[config.mk]
export PLATFORM = sky130hd
export DESIGN_NAME = calc_stack
export DESIGN_NICKNAME = d
export VERILOG_FILES = /design/src/rtl/calc_pkg.sv /design/src/rtl/calc_alu.sv /design/src/rtl/calc_stack.sv
export SDC_FILE = /design/constraint.sdc
export NUM_CORES = 1
export LEC_CHECK = 0
export CAP_MARGIN = 5
export CELL_PAD_IN_SITES_DETAIL_PLACEMENT = 0
export CELL_PAD_IN_SITES_GLOBAL_PLACEMENT = 1
export CORE_MARGIN = 8
export CORE_UTILIZATION = 50
export DETAILED_ROUTE_END_ITERATION = 8
export MAX_ROUTING_LAYER = met4
export PLACE_DENSITY = 0.9
export SLEW_MARGIN = 20
export SYNTH_ARGS = -nofsm -noshare
export SYNTH_HDL_FRONTEND = slang
export SYNTH_SLANG_ARGS = --single-unit
export TNS_END_PERCENT = 50
[constraint.sdc]
create_clock -name clk -period 4.18 [get_ports clk]
set_input_delay 0.627 -clock clk [delete_from_list [all_inputs] [get_ports clk]]
set_output_delay 0.627 -clock clk [all_outputs]
set_load 0.005 [all_outputs]
[src/rtl/calc_pkg.sv]
`default_nettype none
// +------------------------------------------------------------------+
// | Module : calc_pkg                                                |
// | Brief  : Shared encodings for the stack calculator: ALU opcodes,  |
// |          command FSM states and committed-action codes.          |
// | Rev    : 1.0  initial release                                    |
// +------------------------------------------------------------------+
package calc_pkg;

    // ALU opcode encodings, matching the {btnl,btnc,btnr} switch layout
    localparam logic [2:0] OP_AND = 3'b000;
    localparam logic [2:0] OP_OR  = 3'b001;
    localparam logic [2:0] OP_ADD = 3'b010;
    localparam logic [2:0] OP_SUB = 3'b011;
    localparam logic [2:0] OP_SLT = 3'b100;
    localparam logic [2:0] OP_SLL = 3'b101;
    localparam logic [2:0] OP_SRA = 3'b110;
    localparam logic [2:0] OP_XOR = 3'b111;

    // Button bit positions inside the packed button vector
    localparam int BTN_EXEC = 0;
    localparam int BTN_PUSH = 1;
    localparam int BTN_POP  = 2;
    localparam int BTN_CLR  = 3;
    localparam int NUM_BTN  = 4;

    // Command FSM: IDLE accepts a press, HOLD waits for all buttons released
    typedef enum logic [0:0] {
        IDLE = 1'b0,
        HOLD = 1'b1
    } state_t;

    // Committed action, listed from highest to lowest priority
    typedef enum logic [2:0] {
        ACT_NONE = 3'd0,
        ACT_CLR  = 3'd1,
        ACT_POP  = 3'd2,
        ACT_PUSH = 3'd3,
        ACT_EXEC = 3'd4
    } action_t;

endpackage
`default_nettype wire

[src/rtl/calc_alu.sv]
`default_nettype none
// +------------------------------------------------------------------+
// | Module : calc_alu                                                |
// | Brief  : Combinational WIDTH-bit ALU. ADD/SUB wrap and flag signed|
// |          overflow; shifts use the low log2(WIDTH) bits of b.      |
// | Rev    : 1.0  initial release                                    |
// +------------------------------------------------------------------+
module calc_alu
    import calc_pkg::*;
#(
    parameter int WIDTH = 16
) (
    input  logic [WIDTH-1:0] a,
    input  logic [WIDTH-1:0] b,
    input  logic [2:0]       op,
    output logic [WIDTH-1:0] y,
    output logic             ovf
);

    localparam int SHW = $clog2(WIDTH);

    logic [SHW-1:0]   shamt;
    logic [WIDTH-1:0] sum;
    logic [WIDTH-1:0] diff;
    logic             slt;

    assign shamt = b[SHW-1:0];
    assign sum   = a + b;
    assign diff  = a - b;
    assign slt   = $signed(a) < $signed(b);

    // Result mux and signed-overflow detection for ADD/SUB
    always_comb begin
        y   = '0;
        ovf = 1'b0;
        case (op)
            OP_AND: y = a & b;
            OP_OR:  y = a | b;
            OP_ADD: begin
                y   = sum;
                ovf = (a[WIDTH-1] == b[WIDTH-1]) && (sum[WIDTH-1] != a[WIDTH-1]);
            end
            OP_SUB: begin
                y   = diff;
                ovf = (a[WIDTH-1] != b[WIDTH-1]) && (diff[WIDTH-1] != a[WIDTH-1]);
            end
            OP_SLT: y = {{(WIDTH-1){1'b0}}, slt};
            OP_SLL: y = a << shamt;
            OP_SRA: y = $signed(a) >>> shamt;
            OP_XOR: y = a ^ b;
            default: y = '0;
        endcase
    end

endmodule
`default_nettype wire

[src/rtl/calc_stack.sv]
`default_nettype none
// +------------------------------------------------------------------+
// | Module : calc_stack                                              |
// | Brief  : Button-driven accumulator calculator with a DEPTH-entry  |
// |          LIFO operand stack and a release-gated command FSM that  |
// |          commits exactly one action per button press.             |
// |          Optional macro CALC_DEBOUNCE_EN inserts a DB_CYCLES      |
// |          saturating-counter debouncer on every button.            |
// | Rev    : 1.0  initial release                                    |
// +------------------------------------------------------------------+
module calc_stack
    import calc_pkg::*;
#(
    parameter int WIDTH     = 16,
    parameter int DEPTH     = 8,
    parameter int DB_CYCLES = 4
) (
    input  logic                       clk,
    input  logic                       rst_n,
    input  logic [2:0]                 op_sel,
    input  logic [WIDTH-1:0]           sw,
    input  logic                       btn_exec,
    input  logic                       btn_push,
    input  logic                       btn_pop,
    input  logic                       btn_clr,
    output logic [WIDTH-1:0]           led,
    output logic [$clog2(DEPTH):0]     depth,
    output logic                       err
);

    localparam int AW = $clog2(DEPTH);
    localparam int DW = AW + 1;

    // Elaboration-time parameter sanity checks
    if (WIDTH < 8) begin : g_chk_width
        $error("calc_stack: WIDTH must be >= 8");
    end
    if ((DEPTH < 2) || ((DEPTH & (DEPTH - 1)) != 0)) begin : g_chk_depth
        $error("calc_stack: DEPTH must be a power of 2 and >= 2");
    end
    if (DB_CYCLES < 1) begin : g_chk_db
        $error("calc_stack: DB_CYCLES must be >= 1");
    end

    logic [NUM_BTN-1:0] btn_raw;
    logic [NUM_BTN-1:0] btn_lvl;
    logic [NUM_BTN-1:0] btn_q;
    logic [NUM_BTN-1:0] press;

    assign btn_raw = {btn_clr, btn_pop, btn_push, btn_exec};

`ifdef CALC_DEBOUNCE_EN
    localparam int CW = $clog2(DB_CYCLES + 1);

    for (genvar i = 0; i < NUM_BTN; i++) begin : g_db
        logic [CW-1:0] cnt;
        logic          lvl;

        // Flip the debounced level after DB_CYCLES consecutive disagreeing samples
        always_ff @(posedge clk or negedge rst_n) begin
            if (!rst_n) begin
                cnt <= '0;
                lvl <= 1'b0;
            end else if (btn_raw[i] == lvl) begin
                cnt <= '0;
            end else if (cnt == CW'(DB_CYCLES - 1)) begin
                cnt <= '0;
                lvl <= btn_raw[i];
            end else begin
                cnt <= cnt + 1'b1;
            end
        end

        assign btn_lvl[i] = lvl;
    end
`else
    assign btn_lvl = btn_raw;
`endif

    // One-cycle button history for rising-edge (press) detection
    always_ff @(posedge clk or negedge rst_n) begin
        if (!rst_n) begin
            btn_q <= '0;
        end else begin
            btn_q <= btn_lvl;
        end
    end

    assign press = btn_lvl & ~btn_q;

    // ------------------------------------------------------------------
    // Command FSM
    // ------------------------------------------------------------------
    state_t  state;
    state_t  state_nxt;
    action_t action;

    // State register
    always_ff @(posedge clk or negedge rst_n) begin
        if (!rst_n) begin
            state <= IDLE;
        end else begin
            state <= state_nxt;
        end
    end

    // Next state and prioritised action select (clr > pop > push > exec)
    always_comb begin
        state_nxt = state;
        action    = ACT_NONE;
        case (state)
            IDLE: begin
                if (|press) begin
                    state_nxt = HOLD;
                    if (press[BTN_CLR])       action = ACT_CLR;
                    else if (press[BTN_POP])  action = ACT_POP;
                    else if (press[BTN_PUSH]) action = ACT_PUSH;
                    else                      action = ACT_EXEC;
                end
            end
            HOLD: begin
                if (btn_lvl == '0) begin
                    state_nxt = IDLE;
                end
            end
            default: state_nxt = IDLE;
        endcase
    end

    // ------------------------------------------------------------------
    // Datapath: accumulator, stack and sticky error
    // ------------------------------------------------------------------
    logic [WIDTH-1:0] acc;
    logic [WIDTH-1:0] alu_y;
    logic             alu_ovf;
    logic [WIDTH-1:0] stack_mem [DEPTH];
    logic             stack_full;
    logic             stack_empty;
    logic [AW-1:0]    wr_idx;
    logic [AW-1:0]    rd_idx;
    logic [DW-1:0]    depth_m1;
    logic             do_push;

    calc_alu #(
        .WIDTH (WIDTH)
    ) u_alu (
        .a   (acc),
        .b   (sw),
        .op  (op_sel),
        .y   (alu_y),
        .ovf (alu_ovf)
    );

    assign stack_full  = (depth == DW'(DEPTH));
    assign stack_empty = (depth == '0);
    assign depth_m1    = depth - 1'b1;
    assign wr_idx      = depth[AW-1:0];
    assign rd_idx      = depth_m1[AW-1:0];
    assign do_push     = (action == ACT_PUSH) && !stack_full;

    // Accumulator, occupancy and sticky error updated by the committed action
    always_ff @(posedge clk or negedge rst_n) begin
        if (!rst_n) begin
            acc   <= '0;
            depth <= '0;
            err   <= 1'b0;
        end else begin
            case (action)
                ACT_CLR: begin
                    acc   <= '0;
                    depth <= '0;
                    err   <= 1'b0;
                end
                ACT_POP: begin
                    if (stack_empty) begin
                        err <= 1'b1;
                    end else begin
                        acc   <= stack_mem[rd_idx];
                        depth <= depth_m1;
                    end
                end
                ACT_PUSH: begin
                    if (stack_full) begin
                        err <= 1'b1;
                    end else begin
                        depth <= depth + 1'b1;
                    end
                end
                ACT_EXEC: begin
                    acc <= alu_y;
                    if (alu_ovf) begin
                        err <= 1'b1;
                    end
                end
                default: ;
            endcase
        end
    end

    // Stack storage; contents beyond the occupancy are don't-care
    always_ff @(posedge clk) begin
        if (do_push) begin
            stack_mem[wr_idx] <= acc;
        end
    end

    assign led = acc;

endmodule
`default_nettype wire
==> flow_metrics.tcl <==
set metrics [dict create \
    holdCritPathClass "reg -> reg" \
    period_needed_ns 3.39 \
    routedWlPerCell_um 23.8 \
    path_buf_inv 1 \
    fin_crit_sh 0.812 \
    place.gp.congestion 0.995 \
    synth_nets 996 \
    grt_pass1_wl_um 44900 \
    avgSynthCellArea_um2 11.0 \
    critPathSlowestCell "xor2_4" \
    clock.fmax_mhz 295 \
    finalHoldViolCount 0 \
    final_layout_size_suffix_gt1_frac 0.147 \
    rr_worst_depth 8 \
    routed_wirelength_um 29300 \
    vias_per_cell 6.32 \
    yosys_warnings 0 \
    yosysTopAreaCellShare 0.384 \
    ir_drop_mv 0.220 \
    tns_ns 0 \
    first_pass_iters 5 \
    fillerInstances 1649 \
    worst_skew_pair.late_latency_ns 0.42 \
    syn_area_um2 10000 \
    antenna_cells 0 \
    drt_iter0_drc 769 \
    grt_overflow_total 0 \
    hold_path_depth 1 \
    synthArstFlopShare 0.169 \
    setup_ws_ns 0.787 \
    num_vias 7778 \
    track_usage 0.249 \
    die_area_um2 24800 \
    start_util 0.512 \
    core_area_um2 19500 \
    h-tree-depth 4 \
    r2r_setup_slack_ns 0.79 \
    io_pins 46 \
    worstPathRequired_ns 4.48 \
    hpwl_um 20600 \
    cp-start-kind "flop" \
    p_total_mw 5.19 \
    antenna_found_initial 0 \
    path_delay_family "multiplexers" \
    drv_cap 0 \
    report.final.setup_viol 0 \
    timing.rr.start "depth[1]$_DFFE_PN0P_" \
    antenna_left 0 \
    yosysTopAreaCell "edfxtp_1" \
    yosysSeqAreaShare 0.449 \
    leakagePower_nw 4.22 \
    drc 0 \
    grt_pass1_vias 7635 \
    die_y_um 157 \
    grt_max_degree 50 \
    worst_pin_slew_ns 0.925 \
    dpl_worst_slack_ns 0.558 \
    root_buffer "clkbuf_16" \
    post_dp_cell_area_um2 10800 \
    slew_headroom 0.383 \
    synth_area_leaders "edfxtp_1, mux4_2, ha_1" \
    cts_setup_buffers 0 \
    outcome "finished, final reports clean" \
    synth_edf_count 128 \
    drv_slew 0 \
    die_w_um 157 \
    clock_sinks 154 \
    cts_made_buffers 17 \
    endpoint_kind "flop" \
    num_rows 51 \
    io_buffers 45 \
    cp_slowest_stage_delay_ns 0.66 \
    arrival_ns 3.69 \
    fin_util 0.582 \
    fin_nets 1038 \
    cts-hold-fix-buffers 0 \
    clk_pin_slew_ns 0.07 \
    post_cts_resized 0 \
    cts_tree "built" \
    synthCells 910 \
    power_density_nw_per_um2 457 \
    crit_chain "inv_1, ha_1, xor2_4, mux4_2, mux2i_1, o21ai_0, nor3_1, a31oi_1" \
    crit_path_max_fanout 19 \
    worstSetupPathType "reg -> reg" \
    final_cell_area_um2 11400 \
    worst_r2r_endpoint "led[12]$_DFFE_PN0P_" \
    finClkSkew_ns 0.00984 \
    min_to "state$_DFF_PN0_" \
    syn_to_final_growth_pct 13.5 \
    clk_path_buf_depth 2 \
    hp-start "btn_q[0]$_DFF_PN0_" \
    synth_seq_cells 154 \
    rsz0062_at_grt "false" \
    ys_types 78 \
    synthFlopType "edfxtp_1" \
]
## where the power goes
group          total (mW)  switching [mW]  internal, mW
sequential           1.94           0.138          1.80
clock                1.42           0.650         0.772
combinational        1.82            1.09         0.733
## placed cells by master (no fill, tap or decap), types with 11 or more instances in the layout
cell               n
a211oi_1          13
a21oi_1           72
buf_4             35
clkbuf_16         17
clkdlybuf4s50_1   44
dfrtp_1           25
edfxtp_1         128
ha_1              59
inv_1             45
mux2_2            12
mux2i_1           38
mux4_2            37
nand2_1           71
nand2b_1          11
nand3_1           11
nor2_1            78
o211ai_1          17
o21ai_0           52
o221ai_1          15
## layout make-up
type,instances,area (um2),area share
tap,265,332,0.0292
multi-input combinational,648,5080,0.448
clock buffer,18,429,0.0378
clock inverter,14,115,0.0101
timing repair buffer,80,708,0.0624
sequential,154,4500,0.396
inverter,51,191,0.0169
## worst max-delay path by stage
stage / start / endpoint / slack, ns / cells past startpoint
final: depth[1]$_DFFE_PN0P_ / led[12]$_DFFE_PN0P_ / 0.79 / 8
after global routing: depth[1]$_DFFE_PN0P_ / led[12]$_DFFE_PN0P_ / 0.61 / 8
after CTS: depth[1]$_DFFE_PN0P_ / led[11]$_DFFE_PN0P_ / 0.80 / 8
after detailed placement: sw[0] / led[10]$_DFFE_PN0P_ / 0.56 / 11
after global placement: sw[6] / led[13]$_DFFE_PN0P_ / 0.59 / 11
after floorplan: sw[2] / led[10]$_DFFE_PN0P_ / 0.90 / 13
## through the flow
| stage | instances | hold WS (ns) |
|---|---|---|
| 2_1_floorplan | 910 | 0.331 |
| 3_3_place_gp | 1198 | 0.429 |
| 4_1_cts | 1230 | 0.440 |
| 6_report | 1230 | 0.445 |
| 3_5_place_dp | 1198 | 0.430 |
| 5_1_grt | 1230 | 0.484 |
## synth_stat cells (7+ instances only)
master / count
a211oi_1: 13
a21o_1: 7
a21oi_1: 72
a31oi_1: 9
buf_2: 19
clkbuf_1: 32
dfrtp_1: 26
edfxtp_1: 128
ha_1: 59
inv_1: 45
mux2_2: 12
mux2i_1: 38
mux4_2: 37
nand2_1: 71
nand2b_1: 11
nand3_1: 11
nor2_1: 78
nor2b_1: 9
nor3_1: 14
nor4_1: 7
o211ai_1: 17
o21ai_0: 52
o221ai_1: 15
## state kept, by name (all words and copies together) (netlist names)
| register | count |
|---|---|
| depth | 4 |
| stack_mem | 128 |
| err | 1 |
| led | 16 |
| btn_q | 4 |
| state | 1 |
## kinds of logic (layout without fill, tap and decap cells)
logic type,Yosys count,count (layout),share of synthesized area
AO/OA/AOI/OAI,256,256,0.173
XOR/XNOR,10,10,0.0106
adder cells (fa/ha/maj),61,61,0.0778
buffers and inverters,108,163,0.0452
flip-flops,154,154,0.449
multiplexers,88,88,0.136
AND/OR/NAND/NOR,233,233,0.108
## layer usage
layer / wire length [um] / track usage / part of all wire
met2: 14300 / 0.401 / 0.49
met5: 0 / - / 0
met1: 12200 / 0.316 / 0.42
met4: 818 / 0.0929 / 0.028
met3: 2000 / 0.0348 / 0.068
No activity file was read; power rests on OpenSTA's default activity.
